## src/rtl/imem_boot_loader_pkg.sv

```systemverilog
// Shared types, constants and checksum helper for the IMEM boot loader.
package imem_boot_loader_pkg;

  localparam int LEN_BYTES      = 4;
  localparam int BYTES_PER_WORD = 4;
  localparam int DEF_ADDR_W     = 11;
  localparam int DEF_DEPTH      = 2048;

  typedef enum logic [2:0] {
    ST_LEN  = 3'd0,
    ST_DATA = 3'd1,
    ST_CSUM = 3'd2,
    ST_DONE = 3'd3,
    ST_ERR  = 3'd4
  } boot_state_e;

  function automatic logic [7:0] csum_step(input logic [7:0] acc, input logic [7:0] b);
    return acc ^ b;
  endfunction

endpackage

```

## src/rtl/imem_boot_loader_if.sv

```systemverilog
// Byte-stream valid/ready channel feeding the boot loader.
interface imem_boot_loader_if;

  logic       byte_valid;
  logic [7:0] byte_data;
  logic       byte_ready;

  modport master (output byte_valid, output byte_data, input byte_ready);
  modport slave  (input byte_valid, input byte_data, output byte_ready);

endinterface

```

## src/rtl/imem_boot_loader_byte_packer.sv

```systemverilog
// Packs accepted payload bytes little-endian into 32-bit words; pulses word_valid
// the cycle after the fourth byte of a word lands.
module imem_boot_loader_byte_packer
  import imem_boot_loader_pkg::*;
(
  input  logic        clk_in,
  input  logic        reset,
  input  logic        clear,
  input  logic        byte_en,
  input  logic [7:0]  byte_data,
  output logic        lane_last,
  output logic        word_valid,
  output logic [31:0] word
);

  logic [1:0]  lane_r;
  logic [31:0] word_r;
  logic        word_valid_r;
  logic        lane_last_s;

  assign lane_last_s = (lane_r == 2'(BYTES_PER_WORD - 1));

  // Lane counter, byte insertion and word-complete pulse.
  always_ff @(posedge clk_in or negedge reset) begin
    if (!reset) begin
      lane_r       <= 2'd0;
      word_r       <= 32'd0;
      word_valid_r <= 1'b0;
    end else if (clear) begin
      lane_r       <= 2'd0;
      word_r       <= 32'd0;
      word_valid_r <= 1'b0;
    end else begin
      word_valid_r <= byte_en && lane_last_s;
      if (byte_en) begin
        word_r[{lane_r, 3'b000} +: 8] <= byte_data;
        lane_r                        <= lane_r + 2'd1;
      end
    end
  end

  assign lane_last  = lane_last_s;
  assign word_valid = word_valid_r;
  assign word       = word_r;

endmodule

```

## src/rtl/imem_boot_loader.sv

```systemverilog
// Boot loader: parses length/payload/checksum frame, writes IMEM words and holds
// the CPU in reset until a verified image is in place.
module imem_boot_loader
  import imem_boot_loader_pkg::*;
#(
  parameter int ADDR_W = DEF_ADDR_W,
  parameter int DEPTH  = DEF_DEPTH
) (
  input  logic                clk_in,
  input  logic                reset,
  imem_boot_loader_if.slave   bus,
  input  logic                reload,
  output logic                imem_we,
  output logic [ADDR_W-1:0]   imem_waddr,
  output logic [31:0]         imem_wdata,
  output logic                cpu_hold,
  output logic                done,
  output logic                error
);

  boot_state_e       state_r, state_next_s;
  logic [1:0]        len_cnt_r;
  logic [31:0]       len_r;
  logic [7:0]        csum_r;
  logic [ADDR_W:0]   waddr_r;
  logic              byte_ready_r, cpu_hold_r, done_r, error_r;
  logic              byte_ready_s, cpu_hold_s, done_s, error_s;
  logic              xfer_s, reload_go_s, pack_byte_s, lane_last_s, word_valid_s;
  logic [31:0]       n_full_s, word_s;
  logic [ADDR_W:0]   waddr_inc_s;

  assign xfer_s      = bus.byte_valid && byte_ready_r;
  assign reload_go_s = reload && ((state_r == ST_DONE) || (state_r == ST_ERR));
  assign pack_byte_s = xfer_s && (state_r == ST_DATA);
  // Word count is complete once the 4th length byte arrives on the bus.
  assign n_full_s    = {bus.byte_data, len_r[23:0]};
  assign waddr_inc_s = waddr_r + (ADDR_W + 1)'(1);

  imem_boot_loader_byte_packer u_packer (
    .clk_in     (clk_in),
    .reset      (reset),
    .clear      (reload_go_s),
    .byte_en    (pack_byte_s),
    .byte_data  (bus.byte_data),
    .lane_last  (lane_last_s),
    .word_valid (word_valid_s),
    .word       (word_s)
  );

  // FSM state register.
  always_ff @(posedge clk_in or negedge reset) begin
    if (!reset) begin
      state_r <= ST_LEN;
    end else begin
      state_r <= state_next_s;
    end
  end

  // FSM next-state decode.
  always_comb begin
    state_next_s = state_r;
    case (state_r)
      ST_LEN: begin
        if (xfer_s && (len_cnt_r == 2'(LEN_BYTES - 1))) begin
          if (n_full_s == 32'd0) begin
            state_next_s = ST_CSUM;
          end else if (n_full_s > 32'(DEPTH)) begin
            state_next_s = ST_ERR;
          end else begin
            state_next_s = ST_DATA;
          end
        end else begin
          state_next_s = ST_LEN;
        end
      end
      ST_DATA: begin
        if (pack_byte_s && lane_last_s && (32'(waddr_inc_s) == len_r)) begin
          state_next_s = ST_CSUM;
        end else begin
          state_next_s = ST_DATA;
        end
      end
      ST_CSUM: begin
        if (xfer_s) begin
          state_next_s = (bus.byte_data == csum_r) ? ST_DONE : ST_ERR;
        end else begin
          state_next_s = ST_CSUM;
        end
      end
      ST_DONE, ST_ERR: begin
        if (reload) begin
          state_next_s = ST_LEN;
        end else begin
          state_next_s = state_r;
        end
      end
      default: state_next_s = ST_LEN;
    endcase
  end

  // FSM output decode, evaluated on the next state so the registered outputs
  // change on the same edge as the state.
  always_comb begin
    byte_ready_s = 1'b0;
    cpu_hold_s   = 1'b1;
    done_s       = 1'b0;
    error_s      = 1'b0;
    case (state_next_s)
      ST_LEN, ST_DATA, ST_CSUM: byte_ready_s = 1'b1;
      ST_DONE: begin
        cpu_hold_s = 1'b0;
        done_s     = 1'b1;
      end
      ST_ERR:  error_s = 1'b1;
      default: byte_ready_s = 1'b0;
    endcase
  end

  // Registered handshake and status outputs.
  always_ff @(posedge clk_in or negedge reset) begin
    if (!reset) begin
      byte_ready_r <= 1'b0;
      cpu_hold_r   <= 1'b1;
      done_r       <= 1'b0;
      error_r      <= 1'b0;
    end else begin
      byte_ready_r <= byte_ready_s;
      cpu_hold_r   <= cpu_hold_s;
      done_r       <= done_s;
      error_r      <= error_s;
    end
  end

  // Length capture, running checksum and IMEM word index.
  always_ff @(posedge clk_in or negedge reset) begin
    if (!reset) begin
      len_cnt_r <= 2'd0;
      len_r     <= 32'd0;
      csum_r    <= 8'd0;
      waddr_r   <= '0;
    end else if (reload_go_s) begin
      len_cnt_r <= 2'd0;
      len_r     <= 32'd0;
      csum_r    <= 8'd0;
      waddr_r   <= '0;
    end else begin
      if (xfer_s && (state_r == ST_LEN)) begin
        len_r[{len_cnt_r, 3'b000} +: 8] <= bus.byte_data;
        len_cnt_r                       <= len_cnt_r + 2'd1;
      end
      if (pack_byte_s) begin
        csum_r <= csum_step(csum_r, bus.byte_data);
      end
      // Index advances after the write cycle so imem_waddr is valid during it.
      if (word_valid_s) begin
        waddr_r <= waddr_inc_s;
      end
    end
  end

  assign bus.byte_ready = byte_ready_r;
  assign imem_we        = word_valid_s;
  assign imem_waddr     = waddr_r[ADDR_W-1:0];
  assign imem_wdata     = word_s;
  assign cpu_hold       = cpu_hold_r;
  assign done           = done_r;
  assign error          = error_r;

endmodule

```

## src/flat_wrapper.sv

```systemverilog
// flat-port wrapper written by rule: the top's interface ports become plain ports
module imem_boot_loader_flat import imem_boot_loader_pkg::*;
#(
  parameter int ADDR_W = DEF_ADDR_W,
  parameter int DEPTH  = DEF_DEPTH
)
  (clk_in, reset, reload, imem_we, imem_waddr, imem_wdata, cpu_hold, done, error, bus_byte_valid, bus_byte_data, bus_byte_ready);
  imem_boot_loader_if bus_i ();
  input  logic clk_in;
  input  logic reset;
  input  logic reload;
  output logic imem_we;
  output logic [ADDR_W-1:0] imem_waddr;
  output logic [31:0] imem_wdata;
  output logic cpu_hold;
  output logic done;
  output logic error;
  input wire logic [$bits(bus_i.byte_valid)-1:0] bus_byte_valid;
  input wire logic [$bits(bus_i.byte_data)-1:0] bus_byte_data;
  output wire logic [$bits(bus_i.byte_ready)-1:0] bus_byte_ready;
  assign bus_i.byte_valid = bus_byte_valid;
  assign bus_i.byte_data = bus_byte_data;
  assign bus_byte_ready = bus_i.byte_ready;
  imem_boot_loader #(.ADDR_W(ADDR_W), .DEPTH(DEPTH)) u_core (.clk_in(clk_in), .reset(reset), .bus(bus_i), .reload(reload), .imem_we(imem_we), .imem_waddr(imem_waddr), .imem_wdata(imem_wdata), .cpu_hold(cpu_hold), .done(done), .error(error));
endmodule
```

## config.mk

```make
export PLATFORM = sky130hd
export DESIGN_NAME = imem_boot_loader_flat
export DESIGN_NICKNAME = d
export VERILOG_FILES = /design/src/rtl/imem_boot_loader_pkg.sv /design/src/rtl/imem_boot_loader_if.sv /design/src/rtl/imem_boot_loader_byte_packer.sv /design/src/rtl/imem_boot_loader.sv /design/src/flat_wrapper.sv
export SDC_FILE = /design/constraint.sdc
export NUM_CORES = 1
export LEC_CHECK = 0
export BUFFER_PORTS_ARGS = -buffer_cell sky130_fd_sc_hd__buf_2
export CAP_MARGIN = 10
export CORE_UTILIZATION = 35
export CTS_CLUSTER_DIAMETER = 60
export DETAILED_ROUTE_END_ITERATION = 6
export PLACE_DENSITY = 0.62
export SYNTH_ARGS = -nofsm -noshare
export SYNTH_HDL_FRONTEND = slang
export SYNTH_SLANG_ARGS = --single-unit
```

## constraint.sdc

```tcl
create_clock -name clk_in -period 2.67 [get_ports clk_in]
set_input_delay 0.534 -clock clk_in [delete_from_list [all_inputs] [get_ports clk_in]]
set_output_delay 0.534 -clock clk_in [all_outputs]
set_load 0.03 [all_outputs]
```

==> flow_summary.yaml <==
worst_setup_path:
  cp.required_ns: 2.89
  rr_worst_depth: 7
  crit_path_end_kind: "flop"
  critPathKind: "reg2reg"
  r2r_end: "u_core.state_r[0]$_DFF_PN0_"
  rr_startpoint: "u_core.waddr_r[0]$_DFFE_PN0P_"
  r2r_slack_ns: 0.49
  worstSetupStartpointType: "flop"
  crit_arrival_ns: 2.40
  crit_path_max_fanout: 6
finish:
  nets: 483
  diodes: 0
  area_delta_synth_final_pct: 14.94
  layout-drive-gt1-share: 0.1935
power:
  power.density_mw_per_mm2: 1072
  ir_worst_vdd_uv: 342.0
  leakage_uw: 0.002591
  finalPower_uw: 5685
clocking:
  root_buffer: "clkbuf_16"
  clk_latency_ns: 0.35
  cts.clk_slew.worst_paths_ns: 0.07
  cts_buffers: 9
  clockBufferDepth: 2
  cts_setup_buffers: 0
  cts_resized: 0
  clkSinkCount: 96
  cts_hold_buffers: 0
  cts_tree: "yes"
  h-tree-depth: 3
yosys:
  ys.flop_type: "dfrtp_1"
  synth_cell_types: 54
  synth_area_per_cell_um2: 11.12
  ys_ff_latch: 96
  syn_inst: 415
  synth_fp_nets: 437
  synth.cell_area_mm2: 0.004616
  synth_edf_count: 0
  ys_async_sr_fraction: 1.000
  yosysWarnings: 0
  ys_seq_area_frac: 0.5207
detailed_routing:
  avgRoutedWirePerCell_um: 18.04
  vias: 3472
  vias_per_cell: 5.451
  remaining_drc_errors: 0
  drt_iter0_drc: 218
  route.final.wire_length_mm: 11.49
  detail-route-antenna-nets: 0
  firstDrtPassIters: 5
timing:
  slew_headroom: 0.5396
  slew_viol_final: 0
  finalCritPeriodShare: 0.8159
  finalClockSkew_ns: 0.006565
  layout_min_cycle_time_ns: 2.178
  grt_setup_unrepaired: "no"
  postLayoutSetupSlackWorst_ns: 0.4917
  finalSetupViolCount: 0
  worst_hold_slack_ns: 0.1338
  fmax_mhz: 459.1
  tightest_slew_ns: 0.6874
  hold_viol: 0
  setup_tns_ns: 0
placement:
  pre_cts_ws_ns: 0.3895
  hpwl_mm: 7.872
  io_buffer_count: 59
  place.gp.congestion: 0.7841
hold_path:
  hold_path.class: "in2async"
floorplanning:
  start_util: 0.3628
  ioPinCount: 60
  die_x_um: 116.8
  num_rows: 41
  fp.coreArea_mm2: 0.01272
  die-area_mm2: 0.01365
  die_h_um: 116.8
global_route:
  grt_pass1_vias: 3329
  grtUsageMet1: 0.2517
  met2_usage: 0.2844
  grt_max_degree: 47
  grtUsageMet3: 0.03038
  grt-ovfl-total: 0
  grtUsageTotal: 0.1813
  busiest_layer: "met2"
  grt_antenna_before_repair: 0
  grt_pass1_wl_mm: 18.45
outcome:
  outcome: "finished clean"
flow_run:
  maxCapViolCount: 0
[registers in the layout, indices dropped and copies added, names as in the netlist, 2 cells and up]
signal                  count
u_core.len_r               32
u_core.u_packer.word       32
u_core.waddr_r             12
u_core.csum_r               8
u_core.state_r              3
u_core.len_cnt_r            2
u_core.u_packer.lane_r      2
[layout make-up]
class                   count  area (µm²)
clock buffers              12       256.5
well taps                 172       215.2
multi-input cells         275        1993
flip-flops and latches     96        2404
inverters                  11       41.29
fillers                  1252        7417
clock inverters             3       17.52
repair buffers             68       377.9
[power breakdown]
part	switching [µW]	leakage (µW)	internal, µW	total [µW]
Clock	549	0.000134	675	1220
Sequential	458	0.00131	1860	2320
Combinational	1290	0.00115	857	2150
Total	2300	0.00259	3390	5690
[through the flow]
stage	cell area (µm²)	instances	utilization
after floorplan	4616	415	-
after global placement	5031	622	0.3955
after detailed placement	5031	622	0.3955
after CTS	5305	637	0.4170
after global routing	5305	637	0.4170
final	5305	637	0.4170
[logic make-up after synthesis]
| group | after synthesis | synth area share |
|---|---|---|
| XOR/XNOR | 45 | 0.08539 |
| AND/OR/NAND/NOR | 125 | 0.1529 |
| buffers and inverters | 44 | 0.04744 |
| flip-flops | 96 | 0.5207 |
| adder cells (fa/ha/maj) | 10 | 0.02711 |
| AO/OA/AOI/OAI | 92 | 0.1599 |
| multiplexers | 3 | 0.006506 |
[layer usage]
| layer | share of wire | wire [µm] | up-vias |
|---|---|---|---|
| li1 | - | - | 1591 |
| met2 | 0.48 | 5546 | 107 |
| met1 | 0.44 | 5099 | 1758 |
| met5 | 0 | 0 | - |
| met4 | 0.015 | 177 | 0 |
| met3 | 0.058 | 667 | 16 |
[worst max-delay path, stage by stage (launching register included)]
cell	delay [ns]
dfrtp_1	0.45
ha_1	0.36
xnor2_1	0.16
nand3_1	0.10
nor4b_1	0.32
o2111ai_1	0.18
nor4_1	0.36
o41ai_1	0.12
[Yosys cell counts, types with 2 or more instances]
library cell	number	area [µm²]
a21oi_1	9	45.04
a22o_1	55	481.7
a22oi_1	7	52.55
a31oi_1	2	12.51
a32o_1	2	20.02
and2_1	3	18.77
and3_1	2	12.51
and4_1	2	17.52
and4b_1	3	30.03
buf_1	3	11.26
buf_2	9	45.04
buf_4	11	82.58
clkbuf_1	9	33.78
dfrtp_1	95	2377
ha_1	10	125.1
inv_1	10	37.54
mux2i_1	3	30.03
nand2_1	22	82.58
nand2b_1	4	25.02
nand3_1	9	45.04
nand4_1	6	37.54
nor2_1	40	150.1
nor3_1	4	20.02
nor4_1	16	100.1
nor4b_1	2	17.52
nor4b_4	2	47.55
o21ai_0	4	20.02
o32ai_1	2	17.52
xnor2_1	13	113.9
xor2_1	32	280.3
[placed cells by master, fill, tap and decap left out, types with 2 or more instances in the layout]
cell,n
clkinv_2,2
clkbuf_16,9
a31oi_1,2
nor3_1,4
nand4_1,6
o32ai_1,2
inv_1,10
ha_1,10
mux2i_1,3
nand2_1,22
and4b_1,3
a22oi_1,7
nand3_1,9
dfrtp_1,95
nor2_1,40
nor4_1,16
nand2b_1,4
nor4b_1,2
o21ai_0,4
a22o_1,55
buf_4,9
and3_1,2
and4_1,2
xnor2_1,13
buf_2,58
xor2_1,32
nor4b_4,2
and2_1,3
a21oi_1,9
clkbuf_8,2
a32o_1,2
[worst max path at each step]
stage / startpoint / endpoint / slack, ns / depth (start not counted)
4_1_cts: u_core.waddr_r[0]$_DFFE_PN0P_ / u_core.state_r[0]$_DFF_PN0_ / 0.45 / 7
2_1_floorplan: u_core.waddr_r[0]$_DFFE_PN0P_ / u_core.state_r[0]$_DFF_PN0_ / 0.83 / 7
3_3_place_gp: bus_byte_valid / u_core.state_r[0]$_DFF_PN0_ / 0.38 / 7
3_5_place_dp: bus_byte_valid / u_core.state_r[0]$_DFF_PN0_ / 0.39 / 7
5_1_grt: u_core.waddr_r[3]$_DFFE_PN0P_ / u_core.state_r[0]$_DFF_PN0_ / 0.25 / 6
6_report: u_core.waddr_r[0]$_DFFE_PN0P_ / u_core.state_r[0]$_DFF_PN0_ / 0.49 / 7
Power figures use the tool's default switching activity.
